$ cat src/rtl/note_pkg.sv
// Shared note constants, frequency table, elaboration-time half-period math
// and the player state type.
package note_pkg;

   localparam int w_note = 12;

   localparam logic [w_note-1:0] C  = 12'b1000_0000_0000;
   localparam logic [w_note-1:0] Cs = 12'b0100_0000_0000;
   localparam logic [w_note-1:0] D  = 12'b0010_0000_0000;
   localparam logic [w_note-1:0] Ds = 12'b0001_0000_0000;
   localparam logic [w_note-1:0] E  = 12'b0000_1000_0000;
   localparam logic [w_note-1:0] F  = 12'b0000_0100_0000;
   localparam logic [w_note-1:0] Fs = 12'b0000_0010_0000;
   localparam logic [w_note-1:0] G  = 12'b0000_0001_0000;
   localparam logic [w_note-1:0] Gs = 12'b0000_0000_1000;
   localparam logic [w_note-1:0] A  = 12'b0000_0000_0100;
   localparam logic [w_note-1:0] As = 12'b0000_0000_0010;
   localparam logic [w_note-1:0] B  = 12'b0000_0000_0001;

   localparam logic [w_note-1:0] Df = Cs;
   localparam logic [w_note-1:0] Ef = Ds;
   localparam logic [w_note-1:0] Gf = Fs;
   localparam logic [w_note-1:0] Af = Gs;
   localparam logic [w_note-1:0] Bf = As;

   localparam int unsigned freq_100_c  = 26163;
   localparam int unsigned freq_100_cs = 27718;
   localparam int unsigned freq_100_d  = 29366;
   localparam int unsigned freq_100_ds = 31113;
   localparam int unsigned freq_100_e  = 32963;
   localparam int unsigned freq_100_f  = 34923;
   localparam int unsigned freq_100_fs = 36999;
   localparam int unsigned freq_100_g  = 39200;
   localparam int unsigned freq_100_gs = 41530;
   localparam int unsigned freq_100_a  = 44000;
   localparam int unsigned freq_100_as = 46616;
   localparam int unsigned freq_100_b  = 49388;

   // Indexed by note bit position: entry 0 is B, entry 11 is C.
   localparam int unsigned freq_100_tab [w_note] = '{
      freq_100_b, freq_100_as, freq_100_a, freq_100_gs, freq_100_g, freq_100_fs,
      freq_100_f, freq_100_e, freq_100_ds, freq_100_d, freq_100_cs, freq_100_c};

   function automatic logic [63:0] half_period(input int unsigned clk_mhz,
                                               input int unsigned freq_100,
                                               input int unsigned octave);
      return (64'(clk_mhz) * 64'd100_000_000 / (64'd2 * 64'(freq_100))) >> octave;
   endfunction

   typedef enum logic [1:0] {IDLE, PLAY, GAP} tone_state_t;

endpackage

$ cat src/rtl/ms_timer.sv
// Millisecond down-counter: a 1 ms prescaler steps the ms count; expired
// flags the final cycle of the last millisecond.
module ms_timer #(
   parameter int clk_mhz = 50
) (
   input  logic        clk,
   input  logic        reset,
   input  logic        load,
   input  logic [15:0] ms,
   output logic        expired
);

   localparam logic [16:0] pre_max = 17'(clk_mhz * 1000 - 1);

   logic [16:0] pre;
   logic [15:0] ms_cnt;

   assign expired = (ms_cnt == 16'd1) && (pre == pre_max);

   // A zero count parks the timer, so it sits quietly while the player idles.
   always_ff @(posedge clk or posedge reset) begin
      if (reset) begin
         pre    <= '0;
         ms_cnt <= '0;
      end else if (load) begin
         pre    <= '0;
         ms_cnt <= ms;
      end else if (ms_cnt != 16'd0) begin
         if (pre == pre_max) begin
            pre    <= '0;
            ms_cnt <= ms_cnt - 16'd1;
         end else begin
            pre <= pre + 17'd1;
         end
      end
   end

endmodule

$ cat src/rtl/note_tone_player.sv
// Square-wave note player: tone for duration_ms, silence for gap_ms,
// then a one-cycle done pulse as it returns to idle.
module note_tone_player
   import note_pkg::*;
#(
   parameter int clk_mhz = 50
) (
   input  logic              clk,
   input  logic              reset,
   input  logic              start,
   input  logic [w_note-1:0] note,
   input  logic [1:0]        octave,
   input  logic [15:0]       duration_ms,
   input  logic [7:0]        gap_ms,
   output logic              ready,
   output logic              playing,
   output logic              tone,
   output logic              done
);

   tone_state_t state, state_nxt;

   logic [w_note-1:0]       note_lat;
   logic [1:0]              octave_lat;
   logic [7:0]              gap_lat;
   logic                    load, finish, expired, note_ok;
   logic [15:0]             load_ms;
   logic [19:0]             hcnt, half;
   logic [w_note-1:0][19:0] half_base;

   for (genvar i = 0; i < w_note; i++) begin : g_half
      assign half_base[i] = 20'(half_period(clk_mhz, freq_100_tab[i], 0));
   end

   always_comb begin
      half = '0;
      for (int i = 0; i < w_note; i++)
         if (note_lat[i]) half = half | half_base[i];
      half = half >> octave_lat;
   end

   // Zero or multi-hot codes play as a rest with unchanged timing.
   assign note_ok = (note_lat != '0) && ((note_lat & (note_lat - 12'd1)) == '0);

   assign ready   = (state == IDLE);
   assign playing = (state == PLAY);

   ms_timer #(.clk_mhz(clk_mhz)) u_timer (
      .clk     (clk),
      .reset   (reset),
      .load    (load),
      .ms      (load_ms),
      .expired (expired)
   );

   always_ff @(posedge clk or posedge reset) begin
      if (reset) state <= IDLE;
      else       state <= state_nxt;
   end

   always_comb begin
      state_nxt = state;
      load      = 1'b0;
      load_ms   = '0;
      finish    = 1'b0;
      case (state)
         IDLE: if (start) begin
            if (duration_ms != 16'd0) begin
               state_nxt = PLAY;
               load      = 1'b1;
               load_ms   = duration_ms;
            end else if (gap_ms != 8'd0) begin
               state_nxt = GAP;
               load      = 1'b1;
               load_ms   = {8'd0, gap_ms};
            end else begin
               finish = 1'b1;
            end
         end
         PLAY: if (expired) begin
            if (gap_lat != 8'd0) begin
               state_nxt = GAP;
               load      = 1'b1;
               load_ms   = {8'd0, gap_lat};
            end else begin
               state_nxt = IDLE;
               finish    = 1'b1;
            end
         end
         GAP: if (expired) begin
            state_nxt = IDLE;
            finish    = 1'b1;
         end
         default: state_nxt = IDLE;
      endcase
   end

   always_ff @(posedge clk or posedge reset) begin
      if (reset) begin
         note_lat   <= '0;
         octave_lat <= '0;
         gap_lat    <= '0;
         done       <= 1'b0;
         tone       <= 1'b0;
         hcnt       <= '0;
      end else begin
         done <= finish;
         if (state == IDLE && start) begin
            note_lat   <= note;
            octave_lat <= octave;
            gap_lat    <= gap_ms;
         end
         // Counting only while staying in PLAY restarts the phase on entry
         // and forces the output low the cycle after PLAY ends.
         if (state == PLAY && state_nxt == PLAY) begin
            if (hcnt == half - 20'd1) begin
               hcnt <= '0;
               tone <= tone ^ note_ok;
            end else begin
               hcnt <= hcnt + 20'd1;
            end
         end else begin
            hcnt <= '0;
            tone <= 1'b0;
         end
      end
   end

endmodule

$ cat config.mk
export PLATFORM = sky130hd
export DESIGN_NAME = note_tone_player
export DESIGN_NICKNAME = d
export VERILOG_FILES = /design/src/rtl/note_pkg.sv /design/src/rtl/ms_timer.sv /design/src/rtl/note_tone_player.sv
export SDC_FILE = /design/constraint.sdc
export NUM_CORES = 1
export LEC_CHECK = 0
export CAP_MARGIN = 20
export CORE_MARGIN = 5
export CORE_UTILIZATION = 50
export CTS_BUF_LIST = sky130_fd_sc_hd__clkbuf_4
export DETAILED_ROUTE_END_ITERATION = 8
export PLACE_DENSITY = 0.7
export SYNTH_ARGS = -nofsm -noshare
export SYNTH_HDL_FRONTEND = slang
export SYNTH_SLANG_ARGS = --single-unit
$ cat constraint.sdc
create_clock -name clk -period 7 [get_ports clk]
set_input_delay 2.1 -clock clk [delete_from_list [all_inputs] [get_ports clk]]
set_output_delay 2.1 -clock clk [all_outputs]
set_load 0.02 [all_outputs]
==> reports/qor.csv <==
metric,value,unit
total CTS buffers,9,
met2 usage,0.3595,
clock buffer depth,2,
"slowest stage delay, CP",0.51,ns
Clock transition at path regs,0.12,ns
cell family with most CP delay,simple AND/OR/NAND/NOR gates,
htree depth,3,
post-layout min period,4.794,ns
Total Routing Usage GR,0.2227,
routed wire length,13830,um
wire per inst,16.93,um
Cell Rows,38,
largest area contributor in the netlist,dfrtp_1,
worst-case clock skew,0.02298,ns
share of flip-flops with an asynchronous set or reset,1.000,
number of I/O port buffers,44,
routing usage on met1,0.2908,
DRT iter0 DRCs,461,
synth top area cells,"dfrtp_1 (36%), nor2_1 (5.4%), o21ai_0 (5.0%), mux2_2 (4.3%), xor2_1 (4.3%)",
Post-Syn Nets,694,
slowest library cell on the worst path,and4_1,
Routed Antenna Nets,0,
Post-synth EDFFs,0,
hold crit path type,reg -> reg,
hold slack final,0.5309,ns
area of the mapped netlist,5445,um2
PwrDens,280.6,nW/um2
vias,5047,
fillers,1001,
Post-CTS Resized,0,
top cell type's share of synthesized area,0.3631,
arrival time worst endpoint,5.18,ns
initial antenna violation count,1,
synthesized area per cell,8.403,um2
RSZ-0062 raised after global routing,false,
Setup CP Type,in -> reg,
Leak,2.337,nW
Rel. slew slack,0.4019,
I/O pin count,45,
Yosys warnings,0,
Final WS setup,2.206,ns
Clock Sinks,79,
grt ovf,0,
die height,114.4,um
CP Max Fanout,30,
layout cells sized above 1,0.09320,
gr busiest metal,met2,
kind of start point of the critical path,input port,
worst slew pin tran,0.8971,ns
fin. max-slew vios,0,
Post-Synthesis Cells,648,
DP Wirelength,9888,um
Final period util,0.6848,
"Top FF cell, synth",dfrtp_1,
post-CTS setup buffers,0,
core area,10750,um2
first-pass GRT wire length,23690,um
Yosys reg bits,79,
largest net degree at the start of global routing,80,
multi-input logic area,3257,um2
Sequential Area,1977,um2
CP required,7.39,ns
Netlist cell types,70,
Finish-stage setup viols,0,
clock root buffer,clkbuf_4,
status,finished clean,
Worst setup EP type,flop,
Die Wd,114.4,um
Clock Latency Late Sink,0.48,ns
via/cell ratio,6.177,
drt drc,0,
Worst VDD drop,182.5,uV
CTS tree,yes,
Max Clk Rate,208.6,MHz
met3 usage,0.05973,
Max Cap Viol,0,
Post-CTS Hold Buffers,0,
CP bufs+invs,4,
final setup TNS,0,ns
initial core utilization,0.5068,
DR pass1 iterations,7,
vias in the first global route,4860,
Layout Nets,717,
gp weighted congestion,0.9036,
sequential element share of the synthesized area,0.3631,
final hold violation count,0,
pre-CTS WS,1.723,ns
Die ar.,13080,um2
P&R area growth vs syn,12.34,%
CP Cell Sequence,clkdlybuf4s50_1 -> nor4_1 -> and4_1 -> nor2b_1 -> o2bb2ai_2 -> buf_4 -> nor3_1 -> buf_4 -> inv_1 -> nand2_1 -> o21ai_0 -> o21ai_0,
-- cells by family (layout without fill, tap and decap cells) --
kind of cell	after synthesis	in the layout	share of synthesized area
mux	25	25	0.05308
other cells	0	1	0
fa+ha+maj	5	5	0.01149
simple gates	285	285	0.2787
compound gates	155	155	0.1765
flops	79	79	0.3631
buf+inv	51	79	0.03998
xor+xnor	48	48	0.07721
-- state kept, by name, indices dropped and copies added, names as in the netlist --
signal          count
octave_lat          2
u_timer.pre        17
state               2
note_lat           12
done                1
hcnt               20
u_timer.ms_cnt     16
gap_lat             8
tone                1
-- layout make-up --
class	instances	share of cell area
Clock buffer	10	0.01227
Clock inverter	6	0.01125
Multi-Input combinational cell	518	0.5324
Antenna cell	1	0.0004091
Timing Repair Buffer	52	0.08509
Inverter	11	0.006750
Tap cell	140	0.02864
Sequential cell	79	0.3232
-- cells in the final DEF, fill, tap and decap left out, drive strengths merged, types with 9 or more instances in the layout --
cell type	count
a31oi	9
nor2b	11
nand3	25
clkdlybuf4s50	44
nor4	25
and3	13
nand2	42
nor2	78
a211oi	10
dfrtp	79
a21oi	38
inv	13
o21ai	55
or3	9
nor3	28
xor2	27
mux2	21
xnor2	21
clkbuf	10
-- synthesized netlist by cell type (5+ instances only) --
| master | count |
|---|---|
| dfrtp_1 | 79 |
| nor2_1 | 78 |
| o21ai_0 | 54 |
| nand2_1 | 42 |
| a21oi_1 | 38 |
| clkbuf_1 | 29 |
| nor3_1 | 28 |
| xor2_1 | 27 |
| nand3_1 | 25 |
| nor4_1 | 23 |
| mux2_2 | 21 |
| xnor2_1 | 21 |
| and3_1 | 13 |
| nor2b_1 | 11 |
| a211oi_1 | 10 |
| inv_1 | 10 |
| a31oi_1 | 9 |
| or3_1 | 9 |
| and2_1 | 8 |
| nand2b_1 | 7 |
| ha_1 | 5 |
| nand4_1 | 5 |
| or4_1 | 5 |
-- routing by layer --
metal,vias up,part of all wire
met5,-,0
met4,0,0.025
met3,27,0.062
met2,191,0.48
met1,2412,0.44
li1,2417,-
-- tightest hold or removal path: cells and delay by family (launching register included) --
kind | cells | cell delay, ns
flops | 1 | 0.37
compound gates | 2 | 0.13
-- where the power goes --
group          internal (W)  switching (W)  leakage (nW)
combinational      0.000285       0.000359          1.25
sequential         0.000570       0.000211          1.01
clock              0.000115       0.000176        0.0774
total              0.000971       0.000746          2.34
-- worst paths after layout --
path / startpoint / end / slack, ns / depth (start not counted)
min reg2reg: u_timer.ms_cnt[9] / u_timer.ms_cnt[9] / 0.53 / 2
max in group asynchronous: reset / hcnt[19] / 4.48 / 4
min: u_timer.ms_cnt[9] / u_timer.ms_cnt[9] / 0.53 / 2
min in group asynchronous: reset / done / 1.93 / 3
max reg2reg: octave_lat[0] / hcnt[5] / 2.86 / 14
max: duration_ms[11] / u_timer.ms_cnt[3] / 2.21 / 12
-- stage by stage --
stage,utilization,total power (W),instances,cell area [um2]
3_3_place_gp,0.5524,0.001393,798,5936
2_1_floorplan,-,0.001233,648,5445
6_report,0.5693,0.001717,817,6117
3_5_place_dp,0.5524,0.001411,798,5936
5_1_grt,0.5693,0.001843,817,6117
4_1_cts,0.5658,0.001708,814,6080
Power figures use the tool's default switching activity.
